==> src/rtl/crc_feeder_pkg.sv <==
`default_nettype none
// ============================================================================
// Module      : crc_feeder_pkg
// Description : Shared types and constants for the CRC slave bus feeder:
//               FSM state encoding, slave register map, default widths.
// Revision    : 1.0 - initial release
// ============================================================================
package crc_feeder_pkg;

    localparam int DEF_DATA_WIDTH     = 32;
    localparam int DEF_CRC_WIDTH      = 3;
    localparam int DEF_FIFO_DEPTH     = 4;
    localparam int DEF_TIMEOUT_CYCLES = 64;

    // CRC slave register map
    localparam logic [1:0] ADDR_START  = 2'b01;
    localparam logic [1:0] ADDR_RESULT = 2'b10;

    typedef enum logic [2:0] {
        IDLE       = 3'd0,
        LOAD       = 3'd1,
        WRITE      = 3'd2,
        READ       = 3'd3,
        WAIT_VALID = 3'd4,
        OUTPUT     = 3'd5
    } state_t;

endpackage
`default_nettype wire

==> src/rtl/crc_feeder_fifo.sv <==
`default_nettype none
// ============================================================================
// Module      : crc_feeder_fifo
// Description : Synchronous FIFO with full/empty flags. The head entry is
//               presented combinationally on o_rdata; DEPTH must be a power
//               of two so the pointers wrap naturally.
// Revision    : 1.0 - initial release
// ============================================================================
module crc_feeder_fifo #(
    parameter int WIDTH = 32,
    parameter int DEPTH = 4
) (
    input  logic             clk,
    input  logic             reset_n,
    input  logic             i_push,
    input  logic [WIDTH-1:0] i_wdata,
    input  logic             i_pop,
    output logic [WIDTH-1:0] o_rdata,
    output logic             o_full,
    output logic             o_empty
);

    localparam int               c_aw    = (DEPTH > 1) ? $clog2(DEPTH) : 1;
    localparam logic [c_aw:0]    c_depth = (c_aw + 1)'(DEPTH);

    logic [WIDTH-1:0] r_mem [DEPTH];
    logic [c_aw-1:0]  r_wptr;
    logic [c_aw-1:0]  r_rptr;
    logic [c_aw:0]    r_count;
    logic             w_do_push;
    logic             w_do_pop;

    assign o_full    = (r_count == c_depth);
    assign o_empty   = (r_count == '0);
    assign w_do_push = i_push && !o_full;
    assign w_do_pop  = i_pop && !o_empty;
    assign o_rdata   = r_mem[r_rptr];

    // Storage array; contents need no reset because the pointers gate reads.
    always_ff @(posedge clk) begin
        if (w_do_push) begin
            r_mem[r_wptr] <= i_wdata;
        end
    end

    // Read/write pointers and occupancy.
    always_ff @(posedge clk or negedge reset_n) begin
        if (!reset_n) begin
            r_wptr  <= '0;
            r_rptr  <= '0;
            r_count <= '0;
        end else begin
            if (w_do_push) begin
                r_wptr <= r_wptr + 1'b1;
            end
            if (w_do_pop) begin
                r_rptr <= r_rptr + 1'b1;
            end
            if (w_do_push && !w_do_pop) begin
                r_count <= r_count + 1'b1;
            end else if (w_do_pop && !w_do_push) begin
                r_count <= r_count - 1'b1;
            end
        end
    end

endmodule
`default_nettype wire

==> src/rtl/crc_feeder.sv <==
`default_nettype none
// ============================================================================
// Module      : crc_feeder
// Description : Bus-master front end for the CRC slave. Buffers input words,
//               writes each to the slave start register, reads back the
//               remainder and emits {word, crc} on an output stream.
//               Optional macro CRC_FEEDER_TIMEOUT_EN: bounded wait for read
//               data, reporting out_err=1 / out_crc=0 on expiry.
// Revision    : 1.0 - initial release
// ============================================================================
module crc_feeder
    import crc_feeder_pkg::*;
#(
    parameter int DATA_WIDTH     = DEF_DATA_WIDTH,
    parameter int CRC_WIDTH      = DEF_CRC_WIDTH,
    parameter int FIFO_DEPTH     = DEF_FIFO_DEPTH,
    parameter int TIMEOUT_CYCLES = DEF_TIMEOUT_CYCLES
) (
    input  logic                  clk,
    input  logic                  reset_n,
    input  logic                  in_valid,
    input  logic [DATA_WIDTH-1:0] in_data,
    output logic                  in_ready,
    output logic                  out_valid,
    output logic [DATA_WIDTH-1:0] out_data,
    output logic [CRC_WIDTH-1:0]  out_crc,
    output logic                  out_err,
    input  logic                  out_ready,
    output logic [1:0]            m_addr,
    output logic                  m_cs,
    output logic                  m_write,
    output logic                  m_read,
    output logic [DATA_WIDTH-1:0] m_write_data,
    input  logic [DATA_WIDTH-1:0] m_read_data,
    input  logic                  m_read_data_valid,
    input  logic                  m_wait_req,
    output logic [15:0]           word_count
);

    if (FIFO_DEPTH < 2 || (FIFO_DEPTH & (FIFO_DEPTH - 1)) != 0 ||
        TIMEOUT_CYCLES < 1 || CRC_WIDTH > DATA_WIDTH) begin : g_bad_params
        $error("crc_feeder: illegal parameter combination");
    end

    state_t                r_state;
    state_t                w_next;
    logic                  r_alive;
    logic [DATA_WIDTH-1:0] r_data;
    logic [CRC_WIDTH-1:0]  r_crc;
    logic [15:0]           r_word_count;
    logic                  w_push;
    logic                  w_pop;
    logic                  w_capture;
    logic                  w_fifo_full;
    logic                  w_fifo_empty;
    logic [DATA_WIDTH-1:0] w_fifo_rdata;
    logic                  w_unused_rdata;

    // in_ready stays low until the first clock after reset release.
    assign in_ready       = r_alive && !w_fifo_full;
    assign w_push         = in_valid && in_ready;
    assign w_pop          = (r_state == LOAD);
    assign out_data       = r_data;
    assign out_crc        = r_crc;
    assign word_count     = r_word_count;
    assign w_unused_rdata = ^m_read_data[DATA_WIDTH-1:CRC_WIDTH];

    crc_feeder_fifo #(
        .WIDTH (DATA_WIDTH),
        .DEPTH (FIFO_DEPTH)
    ) u_fifo (
        .clk     (clk),
        .reset_n (reset_n),
        .i_push  (w_push),
        .i_wdata (in_data),
        .i_pop   (w_pop),
        .o_rdata (w_fifo_rdata),
        .o_full  (w_fifo_full),
        .o_empty (w_fifo_empty)
    );

`ifdef CRC_FEEDER_TIMEOUT_EN
    localparam int                c_tw      = $clog2(TIMEOUT_CYCLES + 1);
    localparam logic [c_tw-1:0]   c_to_last = c_tw'(TIMEOUT_CYCLES - 1);

    logic [c_tw-1:0] r_to_cnt;
    logic            r_err;
    logic            w_timeout;

    assign out_err = r_err;

    // Counts consecutive WAIT_VALID cycles; cleared in every other state.
    always_ff @(posedge clk or negedge reset_n) begin
        if (!reset_n) begin
            r_to_cnt <= '0;
        end else if (r_state == WAIT_VALID) begin
            r_to_cnt <= r_to_cnt + 1'b1;
        end else begin
            r_to_cnt <= '0;
        end
    end
`else
    assign out_err = 1'b0;
`endif

    // Reset-release marker and FSM state register.
    always_ff @(posedge clk or negedge reset_n) begin
        if (!reset_n) begin
            r_alive <= 1'b0;
            r_state <= IDLE;
        end else begin
            r_alive <= 1'b1;
            r_state <= w_next;
        end
    end

    // Next-state and bus/stream strobes; strobes depend on state only.
    always_comb begin
        w_next       = r_state;
        m_cs         = 1'b0;
        m_write      = 1'b0;
        m_read       = 1'b0;
        m_addr       = 2'b00;
        m_write_data = '0;
        out_valid    = 1'b0;
        w_capture    = 1'b0;
`ifdef CRC_FEEDER_TIMEOUT_EN
        w_timeout    = 1'b0;
`endif
        case (r_state)
            IDLE: begin
                // A word arriving this cycle is at the FIFO head by LOAD.
                if (!w_fifo_empty || w_push) begin
                    w_next = LOAD;
                end
            end
            LOAD: begin
                w_next = WRITE;
            end
            WRITE: begin
                m_cs         = 1'b1;
                m_write      = 1'b1;
                m_addr       = ADDR_START;
                m_write_data = r_data;
                if (!m_wait_req) begin
                    w_next = READ;
                end
            end
            READ: begin
                m_cs   = 1'b1;
                m_read = 1'b1;
                m_addr = ADDR_RESULT;
                if (!m_wait_req) begin
                    w_next = WAIT_VALID;
                end
            end
            WAIT_VALID: begin
                if (m_read_data_valid) begin
                    w_capture = 1'b1;
                    w_next    = OUTPUT;
                end
`ifdef CRC_FEEDER_TIMEOUT_EN
                else if (r_to_cnt == c_to_last) begin
                    w_timeout = 1'b1;
                    w_next    = OUTPUT;
                end
`endif
            end
            OUTPUT: begin
                out_valid = 1'b1;
                if (out_ready) begin
                    w_next = IDLE;
                end
            end
            default: begin
                w_next = IDLE;
            end
        endcase
    end

    // Word, remainder and delivered-result counter registers.
    always_ff @(posedge clk or negedge reset_n) begin
        if (!reset_n) begin
            r_data       <= '0;
            r_crc        <= '0;
            r_word_count <= '0;
`ifdef CRC_FEEDER_TIMEOUT_EN
            r_err        <= 1'b0;
`endif
        end else begin
            if (r_state == LOAD) begin
                r_data <= w_fifo_rdata;
            end
            if (w_capture) begin
                r_crc <= m_read_data[CRC_WIDTH-1:0];
`ifdef CRC_FEEDER_TIMEOUT_EN
                r_err <= 1'b0;
            end else if (w_timeout) begin
                r_crc <= '0;
                r_err <= 1'b1;
`endif
            end
            if (r_state == OUTPUT && out_ready) begin
                r_word_count <= r_word_count + 16'd1;
            end
        end
    end

endmodule
`default_nettype wire

==> config.mk <==
export PLATFORM = sky130hd
export DESIGN_NAME = crc_feeder
export DESIGN_NICKNAME = d
export VERILOG_FILES = /design/src/rtl/crc_feeder_pkg.sv /design/src/rtl/crc_feeder_fifo.sv /design/src/rtl/crc_feeder.sv
export SDC_FILE = /design/constraint.sdc
export NUM_CORES = 1
export LEC_CHECK = 0
export ABC_AREA = 1
export CORE_ASPECT_RATIO = 1.75
export CORE_MARGIN = 2
export CORE_UTILIZATION = 46
export CTS_BUF_LIST = sky130_fd_sc_hd__clkbuf_16
export CTS_CLUSTER_DIAMETER = 120
export CTS_CLUSTER_SIZE = 30
export DETAILED_ROUTE_END_ITERATION = 8
export PLACE_DENSITY = 0.73
export RECOVER_POWER = 100
export SETUP_SLACK_MARGIN = 0.15
export SKIP_LAST_GASP = 1
export SLEW_MARGIN = 10
export SYNTH_ARGS = -nofsm -noshare
export SYNTH_HDL_FRONTEND = slang
export SYNTH_SLANG_ARGS = --single-unit
==> constraint.sdc <==
create_clock -name clk -period 4.87 [get_ports clk]
set_input_delay 0.487 -clock clk [delete_from_list [all_inputs] [get_ports clk]]
set_output_delay 0.487 -clock clk [all_outputs]
set_load 0.02 [all_outputs]
==> metrics, run 1 <==
final worst slack 1820 ps; antenna violations before repair 4; FILL cells 1402; die width 103 µm; GRT Total Usage 18.7%; CTS Sinks 190; unrepaired setup endpoints after global routing no; Crit path required time 4380 ps; synthesized area 7960 µm²; post_cts resized 0; slowest CP cell dlygate4sd3_1; IO Pins 161; placer congestion estimate 0.891; cell taking the most area after synthesis edfxtp_1; Fin Hold WS 155 ps; Leakage 3.95 nW; syn nets 799; vias in the first global route 5245; slew margin rel. -28.0%; failing checks capacitance limit, slew limit; critical path fanouts, max 34; detailed-route vias per instance 4.96; Place WS 2060 ps; CTS Buffer Depth 2; Post-CTS Repair Setup Buffers 0; PwrDens 572 nW/µm²; status complete, but fails checks; Max-cap violations 3; Seq cells post-synth 190; first-pass GRT wire length 26000 µm; delay-heaviest family, CP simple AND/OR/NAND/NOR gates; Final ANT Viol Nets 0; Worst Setup Start Kind flip-flop; Core Region 16900 µm²; CTS Buf Count 17; gate count after technology mapping 722; Hold-fix buffers, CTS 0; Tmin final 3050 ps; Routed WL 16400 µm; worst-margin pin slew 1920 ps; DRT iter0 DRCs 320; CP most frequent cell nor2_1; hold crit path type input port to async pin; Cells after DPL 1047; post-detail-place hpwl 9960 µm; Ys Warns 0; Setup-failing EPs final 0; Slew Viols, Final 132; largest net degree at the start of global routing 68; reg2reg setup slack 1830 ps; global route overflow 0; syn_area_per_cell 11.0 µm²; DRC violations left 0; Synth top area share 48.3%; highest clock rate 328 MHz; CP bufs+invs 2; Initial DRT Pass Iterations 5; FF-to-FF path depth 6; Worst Setup End Kind output pin; Clock Skew 11.2 ps; Sum Neg Setup Slack 0 ps; r2r startpoint u_fifo.r_rptr[0]; layout net count 916; Port Buf Inserts 130; via count 5370; # rows 63; non-filler cells, final 1082; Area contributors post-synth edfxtp_1, dfrtp_1, nor2_1; Clock transition at path regs 80 ps; CP cell instances inv_4 > nor2_1 > nand2_4 > nor2_1 > dlygate4sd3_1; reg2reg end out_data[20]; CP max stage delay 710 ps; critical path class flip-flop to output pin; die area 18400 µm²; Peak VDD IR 0.266 mV; Pwr Total 5.63 mW; Worst EP arrival 2560 ps; Root Driver clkbuf_16; CTS tree yes; drt wl/cell 15.1 µm; fin crit share 62.6%; library cells used by synthesis 37; latest clock arrival within the worst-skew pair 430 ps; Max H-tree Level 4; chip height 178 µm; share of cells above drive strength 1 6.22%; register area share after synthesis 67.8%; Starting Density 47.0%; area delta synth->final 23.8%; Hold Vio Cnt, Final 0
cell type report:
type                    instances  area [µm²]  area share, %
clock buffers                  17         425           4.32
repair buffers                132        1310           13.3
diodes                          3        7.51         0.0762
clock inverters                15         126           1.28
inverters                      64         244           2.48
flip-flops and latches        190        5400           54.8
multi-input cells             434        2060           20.9
well taps                     227         284           2.88
worst register-to-register path, stage by stage, from the launching register on:
cell and delay [ps]:
dfrtp_2 390, buf_4 320, inv_1 1480, o21ai_0 380
o21ai_0 220, nand2_1 70, o21ai_0 90
Yosys cell counts, drive strengths merged:
cell	n
nor3	4
nand3	16
clkbuf	6
nand2	84
nand4	6
xnor2	3
nand3b	1
clkinv	1
or2	1
inv	63
buf	28
xor2	9
a21oi	4
ha	6
conb	2
fa	1
dfrtp	62
edfxtp	128
mux2	3
o21ai	135
and2	1
nor2	158
where the power goes:
| group | internal [mW] | switching, mW | total, mW |
|---|---|---|---|
| Combinational | 0.744 | 1.29 | 2.03 |
| Clock | 0.672 | 0.628 | 1.30 |
| Sequential | 2.06 | 0.239 | 2.30 |
| Total | 3.48 | 2.16 | 5.63 |
worst max-delay path by stage:
stage | from | end | slack (ps) | depth (start not counted)
global placement | in_valid | u_fifo.r_mem[3][27] | 2090 | 3
CTS | r_state[2] | m_write_data[4] | 1990 | 4
floorplan | u_fifo.r_count[0] | u_fifo.r_mem[0][0] | 2330 | 4
global route | u_fifo.r_rptr[0] | out_data[20] | 1410 | 6
finish | r_state[1] | m_write_data[5] | 1820 | 5
detailed placement | in_valid | u_fifo.r_mem[1][22] | 2060 | 3
kinds of logic after synthesis:
group,synth area share [%]
simple gates,14.5
flops,67.8
compound gates,8.79
buf+inv,5.86
xor+xnor,1.32
fa+ha+maj,1.19
mux,0.424
other cells,0.0943
through the flow:
step | util, % | instance area [µm²]
after floorplan | - | 7960
after global placement | 55.3 | 9370
after detailed placement | 55.3 | 9370
after CTS | 58.5 | 9920
final | 58.2 | 9860
after global routing | 58.2 | 9860
cells in the final DEF, fill, tap and decap left out:
cell             netlist  routed
clkinvlp_2             0       1
nand2_2                3       3
o21ai_1               39      10
ha_1                   6       6
inv_1                 61      63
dfrtp_1               62      60
inv_6                  0       6
inv_8                  0       3
nand3b_1               1       1
clkinv_4               0       3
nor2_1               152     152
mux2_2                 3       3
inv_4                  1       1
nor3_4                 1       1
xor2_1                 9       9
nor2_2                 4       4
o21ai_0               95     124
fa_1                   1       1
nand3_1               14      16
nand4_1                5       6
xnor2_1                3       3
edfxtp_1             128     128
and2_1                 1       1
clkdlybuf4s50_1        0       9
diode_2                0       3
or2_1                  1       1
clkbuf_16              0      17
nor3_1                 3       3
dlygate4sd3_1          0     120
nor2_4                 1       2
clkinv_2               1       2
dfrtp_2                0       2
nand2_4                1       1
nand2_1               80      80
conb_1                 2       2
buf_4                 11       3
a21oi_1                4       4
o21ai_2                1       1
per-layer routing:
| layer | global-route usage (%) | share of wire [%] |
|---|---|---|
| met5 | 0 | 0.055 |
| met2 | 34.1 | 57 |
| met4 | 7.46 | 1.6 |
| met3 | 3.80 | 4.2 |
| met1 | 20.7 | 37 |
registers in the layout (all words and copies together) (netlist names):
| name | flops |
|---|---|
| u_fifo.r_mem | 128 |
| out_crc | 3 |
| out_data | 32 |
| r_state | 3 |
| u_fifo.r_rptr | 2 |
| u_fifo.r_wptr | 2 |
| word_count | 16 |
| r_alive | 1 |
| u_fifo.r_count | 3 |
Note: power is estimated with default switching activity, not from simulation.
==> inputs of run 2 (changes only) <==
PLACE_DENSITY = 0.76   (was 0.73)
clock period = 2.8 ns   (was 4.87 ns; I/O delays follow)
==> run 2 against run 1 <==
  * The flow still finishes with violations (capacitance limit, slew limit)
  * Clock power is 78% higher
  * First-iteration DRC count is 2.2% lower
  * Utilization is 0.95 points higher
  * Clock skew is 1.5 ps lower
  * Global-route usage is 0.075 points higher
  * Combinational power is 82% higher
  * Sequential power is 70% higher
  * Critical path depth is 1 lower
  * Die area stayed put
  * Count of clock-buffer cells in the layout is 1 higher
  * Routed wire length is 1.9% higher
  * Total power is 76% higher
  * Critical path type unchanged
==> metrics, run 2 (synthesis gave the netlist of run 1 again) <==
Starting Density 47.0% (unchanged); min-delay src m_wait_req; post-detail-place hpwl 10800 µm (was 9960 µm); Finished Cell Area 10000 µm² (was 9860 µm²); dpl cell area 9490 µm² (was 9370 µm²); detailed-route vias per instance 4.99 (was 4.96); Final ANT Viol Nets 0 (unchanged); fin crit share 92.0%; drt wl/cell 15.3 µm (was 15.1 µm); highest clock rate 388 MHz; vias in the first global route 5258 (was 5245); hold crit path type input port to flip-flop (was input port to async pin); area delta synth->final 25.9% (was 23.8%); Tmin final 2580 ps; status complete, but fails checks (unchanged); worst-margin pin slew 1690 ps (was 1920 ps); Peak VDD IR 0.545 mV (was 0.266 mV); slew margin rel. -12.5% (was -28.0%); Slew Viols, Final 63 (was 132); layout net count 925 (was 916); placer congestion estimate 0.896 (was 0.891); Root Driver clkbuf_16 (unchanged); Largest Register u_fifo.r_mem (unchanged); share of cells above drive strength 1 7.32% (was 6.22%); critical path fanouts, max 34 (unchanged); GRT Total Usage 18.8% (was 18.7%); critical path class flip-flop to output pin (unchanged); CTS Sinks 190 (unchanged); Max H-tree Level 4 (unchanged); Routed WL 16700 µm (was 16400 µm); Core Region 16900 µm² (unchanged); CP cell instances nor2_4 > nand2_4 > nor2_1 > dlygate4sd3_1 (was inv_4 > nor2_1 > nand2_4 > nor2_1 > dlygate4sd3_1); slowest CP cell dlygate4sd3_1 (unchanged); CP max stage delay 700 ps (was 710 ps); commonest non-fill, non-tap cell in the layout nor2_1 (unchanged); Leakage 4.03 nW (was 3.95 nW); Hold Vio Cnt, Final 0 (unchanged); latest clock arrival within the worst-skew pair 430 ps (about the same); chip height 178 µm (unchanged); die width 103 µm (unchanged); global route overflow 0 (unchanged); failing checks capacitance limit, slew limit (unchanged); largest net degree at the start of global routing 67 (was 68); unrepaired setup endpoints after global routing no (unchanged); Crit path required time 2520 ps (was 4380 ps); most frequent cells in the layout nor2_1, edfxtp_1, o21ai_0 (unchanged); Worst Setup Start Kind flip-flop (unchanged); # rows 63 (unchanged); Worst Setup End Kind output pin (unchanged); Sum Neg Setup Slack 0 ps (unchanged); PwrDens 992 nW/µm² (was 572 nW/µm²); CTS tree yes (unchanged); DRC violations left 0 (unchanged); via count 5433 (was 5370); delay-heaviest family, CP buffers and inverters (was simple AND/OR/NAND/NOR gates); Worst EP arrival 2300 ps (was 2560 ps); r2r startpoint u_fifo.r_count[0] (was u_fifo.r_rptr[0]); Port Buf Inserts 130 (unchanged); antenna violations before repair 1 (was 4); Max-cap violations 1 (was 3); IO Pins 161 (unchanged); max FFs per register 128 (unchanged); Worst setup startpoint r_state[2] (was r_state[1]); Setup-failing EPs final 0 (unchanged); CTS Buf Count 17 (unchanged); Clock transition at path regs 70 ps (was 80 ps); DRT iter0 DRCs 313 (was 320); CP bufs+invs 1 (was 2); first-pass GRT wire length 25800 µm (was 26000 µm); Initial DRT Pass Iterations 5 (unchanged); CTS Buffer Depth 2 (unchanged); Clock Skew 9.77 ps (was 11.2 ps); die area 18400 µm² (unchanged)
run 2: cell count changes in the layout (fill, tap and decap cells not counted), moves of 2 or more:
cell     change
buf_12       +5
dfrtp_2      +2
nand3_1      -2
inv_2        +2
nand3_4      +2
diode_2      -2
dfrtp_1      -2
run 2: report_power, final:
group          internal [mW]  switching [mW]  total [mW]
clock network           1.22            1.09        2.32
registers               3.58           0.335        3.92
logic                   1.35            2.35        3.70
total                   6.16            3.78        9.94
run 2: final timing paths:
kind	endpoint	slack (ps)	cells past startpoint
max in group asynchronous	r_state[1]	840	2
min in group asynchronous	word_count[4]	830	2
worst min-delay path	r_state[1]	460	3
worst max-delay path	m_write_data[21]	220	4
worst max register to register	u_fifo.r_mem[0][13]	350	6
worst min register to register	out_crc[0]	500	1
run 2: through the flow:
| step | power [mW] | hold WS, ps | instances | utilization, % | worst slack [ps] |
|---|---|---|---|---|---|
| finish | 9.94 | 462 | 1089 | 59.1 | 224 |
| global placement | 7.90 | 450 | 1055 | 56.0 | 615 |
| CTS | 10.4 | 451 | 1088 | 59.5 | 199 |
| floorplan | 6.50 | -15.6 | 722 | - | 262 |
| global route | 10.6 | 462 | 1089 | 59.1 | 106 |
| detailed placement | 8.01 | 462 | 1055 | 56.0 | 578 |
run 2: worst register-to-register path, stage by stage (launching register included):
cell and delay [ps]:
dfrtp_1 420, inv_1 70, nand3_1 100, nand3_1 110
clkbuf_1 210, nor2_1 940, buf_12 280
run 2: cell type report:
cell class              count  area, µm²
multi-input cells         434       2080
fillers                  1379       6930
inverters                  64        244
clock buffers              18        450
repair buffers            141       1440
clock inverters            14        119
well taps                 227        284
flip-flops and latches    190       5400
diodes                      1       2.50
run 2: repair_timing:
action / CTS / global route
hold endpoints to repair: 23 / 0
setup endpoints to repair: 4 / 9
hold buffers: 1 / 0
gates resized for setup: 1 / 2
buffers inserted: 0 / 0
run 2: per-layer routing:
layer  wire length, µm  part of all wire, %  GRT usage (%)  up-vias
met2              9230                   55           34.0      151
met1              6360                   38           20.7     2588
met5                 0                    0              0        -
met3               620                  3.7           3.29       32
met4               494                  3.0           9.10        0
li1                  -                    -              -     2662
